===== config.mk =====
export PLATFORM = sky130hd
export DESIGN_NAME = row_by_matrix_mac
export DESIGN_NICKNAME = d
export VERILOG_FILES = /design/src/rtl/row_by_matrix_mac.sv
export SDC_FILE = /design/constraint.sdc
export NUM_CORES = 1
export LEC_CHECK = 0
export CAP_MARGIN = 20
export CELL_PAD_IN_SITES_DETAIL_PLACEMENT = 1
export CELL_PAD_IN_SITES_GLOBAL_PLACEMENT = 2
export CORE_ASPECT_RATIO = 1.25
export CORE_MARGIN = 2
export CORE_UTILIZATION = 12
export CTS_BUF_LIST = sky130_fd_sc_hd__clkbuf_16
export DETAILED_ROUTE_END_ITERATION = 7
export GPL_ROUTABILITY_DRIVEN = 0
export PLACE_DENSITY = 0.8
export SETUP_SLACK_MARGIN = 0.15
export SLEW_MARGIN = 20
export SYNTH_ARGS = -nofsm -noshare
export SYNTH_HDL_FRONTEND = slang
export SYNTH_SLANG_ARGS = --single-unit

===== constraint.sdc =====
create_clock -name clk -period 1.38 [get_ports clk]
set_input_delay 0.276 -clock clk [delete_from_list [all_inputs] [get_ports clk]]
set_output_delay 0.276 -clock clk [all_outputs]
set_load 0.03 [all_outputs]

===== src/rtl/row_by_matrix_mac.sv =====
// row_by_matrix_mac: one-shot signed row-vector x constant-matrix MAC.
// Captures packed_a once after reset. It then runs IN_D multiply-accumulate
// steps over all OUT_D columns in parallel, and holds the double-width result
// with a sticky out_v.
// Optional build macro: ROW_MATMUL_SATURATE_EN. When it is defined, each
// accumulate step saturates to the signed 2W range. Otherwise accumulation
// wraps in two's complement.
// The weight ROM is taken from WEIGHTS_INIT (entry 0 in the MSBs).
module row_by_matrix_mac #(
  parameter int unsigned W     = 16,
  parameter int unsigned IN_D  = 1,
  parameter int unsigned OUT_D = 1,
  parameter string       WEIGHTS = "",
  parameter logic [IN_D*OUT_D*W-1:0] WEIGHTS_INIT = '0
) (
  input  logic                   clk,
  input  logic                   rst,
  input  logic [IN_D*W-1:0]      packed_a,
  output logic [2*OUT_D*W-1:0]   packed_out,
  output logic                   out_v
);

  localparam int unsigned IDX_W = (IN_D > 1) ? $clog2(IN_D) : 1;
  localparam logic [IDX_W-1:0] IDX_LAST = IDX_W'(IN_D - 1);

  typedef enum logic [1:0] {
    CAPTURE,
    MAC,
    DONE
  } state_t;

  state_t state, state_nxt;

  logic [W-1:0]      rom      [IN_D*OUT_D];
  logic [IN_D*W-1:0] a_reg;
  logic [IDX_W-1:0]  idx;
  logic [2*W-1:0]    acc      [OUT_D];
  logic [2*W-1:0]    acc_nxt  [OUT_D];
  logic [W-1:0]      w_sel    [OUT_D];
  logic [2*W-1:0]    prod     [OUT_D];
  logic [2*W:0]      sum      [OUT_D];
  logic [W-1:0]      a_sel;
  logic [2*OUT_D*W-1:0] acc_packed;

  // Weight ROM image, fixed at elaboration
  initial begin
    for (int unsigned k = 0; k < IN_D*OUT_D; k++) begin
      rom[k] = WEIGHTS_INIT[(IN_D*OUT_D-k)*W-1 -: W];
    end
  end

  // State register
  always_ff @(posedge clk or negedge rst) begin
    if (!rst) begin
      state <= CAPTURE;
    end else begin
      state <= state_nxt;
    end
  end

  // Next-state logic: one capture, IN_D MAC steps, then park in DONE
  always_comb begin
    state_nxt = state;
    case (state)
      CAPTURE: state_nxt = MAC;
      MAC:     if (idx == IDX_LAST) state_nxt = DONE;
      DONE:    state_nxt = DONE;
      default: state_nxt = CAPTURE;
    endcase
  end

  // Select input element and weight row for the current index, then form the
  // full-width products and next accumulator values
  always_comb begin
    a_sel = '0;
    for (int unsigned i = 0; i < IN_D; i++) begin
      if (idx == IDX_W'(i)) a_sel = a_reg[(IN_D-i)*W-1 -: W];
    end
    acc_packed = '0;
    for (int unsigned j = 0; j < OUT_D; j++) begin
      w_sel[j] = '0;
      for (int unsigned i = 0; i < IN_D; i++) begin
        if (idx == IDX_W'(i)) w_sel[j] = rom[i*OUT_D+j];
      end
      prod[j] = $signed({{W{a_sel[W-1]}}, a_sel}) *
                $signed({{W{w_sel[j][W-1]}}, w_sel[j]});
      sum[j]  = {acc[j][2*W-1], acc[j]} + {prod[j][2*W-1], prod[j]};
`ifdef ROW_MATMUL_SATURATE_EN
      // The two top bits of the sign-extended sum disagree on overflow.
      if (sum[j][2*W] != sum[j][2*W-1]) begin
        acc_nxt[j] = sum[j][2*W] ? {1'b1, {(2*W-1){1'b0}}} : {1'b0, {(2*W-1){1'b1}}};
      end else begin
        acc_nxt[j] = sum[j][2*W-1:0];
      end
`else
      acc_nxt[j] = sum[j][2*W-1:0];
`endif
      acc_packed[(OUT_D-j)*2*W-1 -: 2*W] = acc_nxt[j];
    end
  end

  // Datapath registers: input latch, index, accumulators and result
  always_ff @(posedge clk or negedge rst) begin
    if (!rst) begin
      a_reg      <= '0;
      idx        <= '0;
      packed_out <= '0;
      out_v      <= 1'b0;
      for (int unsigned j = 0; j < OUT_D; j++) acc[j] <= '0;
    end else begin
      case (state)
        CAPTURE: begin
          a_reg <= packed_a;
          idx   <= '0;
          for (int unsigned j = 0; j < OUT_D; j++) acc[j] <= '0;
        end
        MAC: begin
          for (int unsigned j = 0; j < OUT_D; j++) acc[j] <= acc_nxt[j];
          idx <= idx + 1'b1;
          if (idx == IDX_LAST) begin
            packed_out <= acc_packed;
            out_v      <= 1'b1;
          end
        end
        default: ;
      endcase
    end
  end

endmodule


==> flow_summary.yaml, run 1 <==
layout:
  nNetsFinal: 76
  postLayoutCellArea_um2: 480
  fillers: 434
  insertedDiodeCount: 0
  final_common_cell: "conb_1"
  area_growth_pct: 6.08
  mostFrequentLayoutCells: "32 x conb_1, 4 x dfrtp_1, 3 x inv_1, 3 x clkbuf_16"
  instances_no_fill: 92
  drive_gt1_share_pct: 18.9
yosys:
  syn_area_um2: 453
  synth_cells: 49
  yosysSeqAreaShare_pct: 22.1
  synth_cell_types: 10
  ys_warn_count: 0
  avgSynthCellArea_um2: 9.24
  ys_ff_latch: 4
global_route:
  first_global_vias: 184
  grt_usage_pct: 2.66
  grt_max_degree: 5
  grt_pass1_wl_um: 779
  antenna_found_initial: 0
  grt_overflow: 0
detailed_routing:
  drtPass1Iterations: 8
  final_antenna_net_count: 0
  vias: 217
  drc: 2
  wl_per_cell_um: 6.01
  via_per_inst: 2.36
  wl_um: 553
  drtIter0Drc: 3
critical_path:
  critPathRequiredTime_ps: 1480
  cp_slowest_cell: "dfrtp_1"
  r2r_setup_slack_ps: 200
  cpPeakStageDelay_ps: 410
  path_max_fanout: 3
  ff2ff_path_depth: 3
  path_class: "reg2reg"
  critical_path_depth: 3
  cp.arrival_ps: 1280
  end_kind: "flop"
  crit_path_start_kind: "flop"
  critical_path_buf_inv_count: 1
  path_cells: "inv_1 > ha_1 > mux2_4"
  cp_top_family: "flip-flops"
run:
  cap_viol_max_count: 0
clock_tree:
  cts_buffers: 3
  htree_levels: 1
  clock_path_buffers: 2
  cts_hold_buf: 0
  clock-sinks: 4
  tritoncts: "done"
  post_cts_buffers: 0
  clkTransAtPathRegs_ps: 30
  clock_latency_ps: 220
  cts_root_buf: "clkbuf_16"
timing:
  finalCritPeriodShare_pct: 85.2
  drv_slew: 0
  finalSetupViolations: 0
  hold_ws_ps: 260
  period_needed_ps: 1180
  finalSetupTns_ps: 0
  rsz0062_at_grt: "false"
  hold_violations: 0
  max_freq_mhz: 851
  skew_ps: 0.0729
worst_hold_path:
  holdCritPathClass: "in2async"
place:
  place_inst: 89
  port_buffers: 2
  place_area_um2: 398
  dp_hpwl_um: 448
power:
  powerDensity_nw_per_um2: 1440
  p_seq_share_pct: 17.1
  cellLeakagePower_uw: 0.000257
  ir_drop_mv: 0.298
  combPwrFrac_pct: 17.4
  intPower_uw: 491
  p_sw_share_pct: 28.9
  p_sw_uw: 199
  clockPowerShare_pct: 65.5
floorplanning:
  placeableCoreArea_um2: 3540
  rows: 24
  fp.dieArea_um2: 4290
  ios: 51
  die_h_um: 72.7
  start_util_pct: 12.8
  die-width_um: 59.0
status:
  violations: "DRC"
  status: "finished, violations left"
[final cells by class]
cell class / count / area [um^2] / share of cell area (%)
well taps: 39 / 48.8 / 10.2
flip-flops and latches: 4 / 100 / 20.8
repair buffers: 2 / 15.0 / 3.12
inverters: 3 / 11.3 / 2.34
clock buffers: 3 / 75.1 / 15.6
multi-input cells: 41 / 230 / 47.9
[worst paths after layout]
path | endpoint | startpoint
max | state[1]$_DFFE_PN0P_ | state[0]$_DFFE_PN0P_
min | state[0]$_DFFE_PN0P_ | rst
max reg2reg | state[1]$_DFFE_PN0P_ | state[0]$_DFFE_PN0P_
min reg2reg | out_v$_DFFE_PN0P_ | out_v$_DFFE_PN0P_
max in group asynchronous | state[1]$_DFFE_PN0P_ | rst
min in group clk | out_v$_DFFE_PN0P_ | out_v$_DFFE_PN0P_
[synth_stat cells]
master   count  area, um^2
buf_4       32         240
dfrtp_1      4         100
ha_1         3        37.5
inv_1        3        11.3
mux2_4       2        30.0
a21o_2       1        8.76
conb_1       1        3.75
mux2_2       1        11.3
nand2_2      1        6.26
nor2_1       1        3.75
[power groups by stage]
stage | logic (uW) | clock network (uW) | registers [uW]
2_1_floorplan | 183 | 0 | 119
3_3_place_gp | 117 | 0 | 119
3_5_place_dp | 118 | 0 | 119
4_1_cts | 118 | 458 | 118
5_1_grt | 126 | 465 | 118
6_report | 120 | 452 | 118
[per-stage QoR]
step / utilization, % / total power (uW) / worst slack, ps
6_report: 13.6 / 690 / 204
5_1_grt: 13.6 / 709 / 153
4_1_cts: 13.4 / 694 / 145
3_5_place_dp: 11.2 / 237 / 107
3_3_place_gp: 11.2 / 237 / 113
2_1_floorplan: - / 303 / 251
[layer usage]
metal	wire, um	global-route usage, %	vias up
met1	182	2.26	97
met5	0	0	-
met3	71	1.06	2
met2	282	3.95	26
met4	16	3.79	0
li1	-	-	92
[logic make-up after synthesis]
logic type,synth area share (%)
muxes,9.12
AOI/OAI and AO/OA,1.93
DFF,22.1
and+or+nand+nor,2.21
adders and majority gates,8.29
buffers and inverters,55.5
other,0.828
[sequential cells by signal (all words and copies together), names as in the netlist]
name and flops:
idx 1, out_v 1, state 2
[repair_timing]
action                                  in CTS  in global routing
cloned                                       0                  0
endpoints found under the setup margin       3                  3
resized for setup                            2                  3
[worst reg2reg max path, stage by stage, from the launching register on]
cell,delay (ps)
dfrtp_1,410
inv_1,90
ha_1,300
mux2_4,250
No activity file was read; power rests on OpenSTA's default activity.
==> run 2: changes to the inputs <==
CORE_UTILIZATION = 13   (was 12)
PLACE_DENSITY = 0.85   (was 0.8)
RECOVER_POWER = 50   (was not set)
clock period = 1.4 ns   (was 1.38 ns; I/O delays follow)
==> run 2 against run 1 <==
  * The run now ends clean
  * Final cell count decreased by 2.2%
  * Non-clock buffer count did not move
  * Critical path depth shrank 2
  * Hold slack better by 66 ps
  * Combinational power hardly changed
  * Register-to-register slack better by 30 ps
  * Global-route usage increased by 0.74 points
  * Critical path type is now reg2out
  * Critical endpoint is now out_v
  * Largest power group unchanged
  * Highest routed layer unchanged
==> flow_summary.yaml, run 2 (synthesis gave the netlist of run 1 again) <==
layout:
  drive_gt1_share_pct: 17.0
  top_register: "state"
  top_regs: "state (2), idx (1), out_v (1)"
  largest_reg_flops: 2
  area_growth_pct: 6.35
  mostFrequentLayoutCells: "32 x conb_1, 4 x dfrtp_1, 3 x inv_1, 3 x clkbuf_16"
  postLayoutCellArea_um2: 482
  insertedDiodeCount: 0
  nNetsFinal: 76
  final_common_cell: "conb_1"
  utilization_pct: 14.7
  instances_no_fill: 90
clock_tree:
  cts_root_buf: "clkbuf_16"
  cts_hold_buf: 0
  clock_latency_ps: 230
  clock_path_buffers: 2
  cts_buffers: 3
  clock-sinks: 4
  htree_levels: 1
  clkTransAtPathRegs_ps: 30
  tritoncts: "done"
power:
  powerDensity_nw_per_um2: 1430
  p_seq_share_pct: 16.9
  ir_drop_mv: 0.770
  intPower_uw: 484
  combPwrFrac_pct: 17.1
  p_sw_uw: 203
  clockPowerShare_pct: 66.0
  cellLeakagePower_uw: 0.000256
  p_sw_share_pct: 29.6
place:
  place_inst: 87
  dp_hpwl_um: 477
  place_area_um2: 395
  port_buffers: 2
  dp_slack_ps: 126
critical_path:
  cp_top_family: "buffers and inverters"
  ff2ff_path_depth: 3
  cp_slowest_cell: "dlygate4sd2_1"
  path_max_fanout: 2
  path_cells: "dlygate4sd2_1"
  critical_path_depth: 1
  end_kind: "primary output"
  critical_path_buf_inv_count: 1
  critPathRequiredTime_ps: 1120
  cp.arrival_ps: 960
  cpPeakStageDelay_ps: 400
  path_class: "reg2out"
  crit_path_start_kind: "flop"
timing:
  finalSetupViolations: 0
  fin_ws_ps: 162
  drv_slew: 0
  period_needed_ps: 1240
  finalCritPeriodShare_pct: 88.4
  hold_violations: 0
  rsz0062_at_grt: "false"
  max_freq_mhz: 808
  finalSetupTns_ps: 0
  skew_ps: 1.55
detailed_routing:
  drc: 0
  wl_um: 606
  wl_per_cell_um: 6.73
  drtIter0Drc: 1
  via_per_inst: 2.32
  drtPass1Iterations: 2
  vias: 209
  final_antenna_net_count: 0
global_route:
  grt_usage_pct: 3.40
  antenna_found_initial: 0
  grt_max_degree: 5
  grt_pass1_wl_um: 924
  first_global_vias: 192
  grt_overflow: 0
floorplanning:
  die-width_um: 56.8
  start_util_pct: 13.8
  rows: 23
  placeableCoreArea_um2: 3280
  ios: 51
  die_h_um: 70.0
  fp.dieArea_um2: 3980
worst_hold_path:
  holdCritPathClass: "in2async"
status:
  status: "finished clean"
run:
  cap_viol_max_count: 0
run 2: changes by cell type in the layout (fill, tap and decap cells not counted), sizes merged:
| cell | before | now |
|---|---|---|
| dlygate4sd3 | 0 | 1 |
| clkbuf | 4 | 3 |
| dlygate4sd2 | 0 | 1 |
| clkdlybuf4s50 | 1 | 0 |
run 2: what timing repair did:
item / 4_1_cts / 5_1_grt
gates resized for setup: 1 / 2
buffers inserted: 0 / 0
endpoints found under the setup margin: 1 / 3
run 2: final cells by class:
class | instances | area (um^2)
Clock buffer | 3 | 75.1
Tap cell | 37 | 46.3
Fill cell | 391 | 2800
Sequential cell | 4 | 100
Multi-Input combinational cell | 41 | 230
Inverter | 3 | 11.3
Timing Repair Buffer | 2 | 18.8
run 2: worst paths after layout:
path                                      start              endpoint  slack [ps]
max                           out_v$_DFFE_PN0P_                 out_v         160
min                                         rst     out_v$_DFFE_PN0P_         330
max reg2reg                state[0]$_DFFE_PN0P_  state[1]$_DFFE_PN0P_         230
min reg2reg                   out_v$_DFFE_PN0P_     out_v$_DFFE_PN0P_         450
max in group asynchronous                   rst  state[0]$_DFFE_PN0P_         900
min in group clk              out_v$_DFFE_PN0P_     out_v$_DFFE_PN0P_         450
run 2: routing by layer:
layer	track usage, %	part of all wire [%]	up-vias
li1	-	-	94
met1	2.54	30	93
met2	5.30	54	18
met3	1.11	10	4
met4	5.43	5.9	0
met5	0	0	-
run 2: per-stage QoR:
| stage | hold WS, ps | total power, uW |
|---|---|---|
| CTS | 261 | 693 |
| global route | 345 | 712 |
| detailed placement | 453 | 234 |
| global placement | 445 | 233 |
| finish | 326 | 687 |
| floorplan | -15.6 | 298 |
run 2: power by group through the flow:
stage	Clock, uW	Sequential, uW	Combinational [uW]
after floorplan	0	118	180
after global placement	0	118	115
after detailed placement	0	118	116
after CTS	461	116	116
after global routing	473	116	122
final	454	116	117
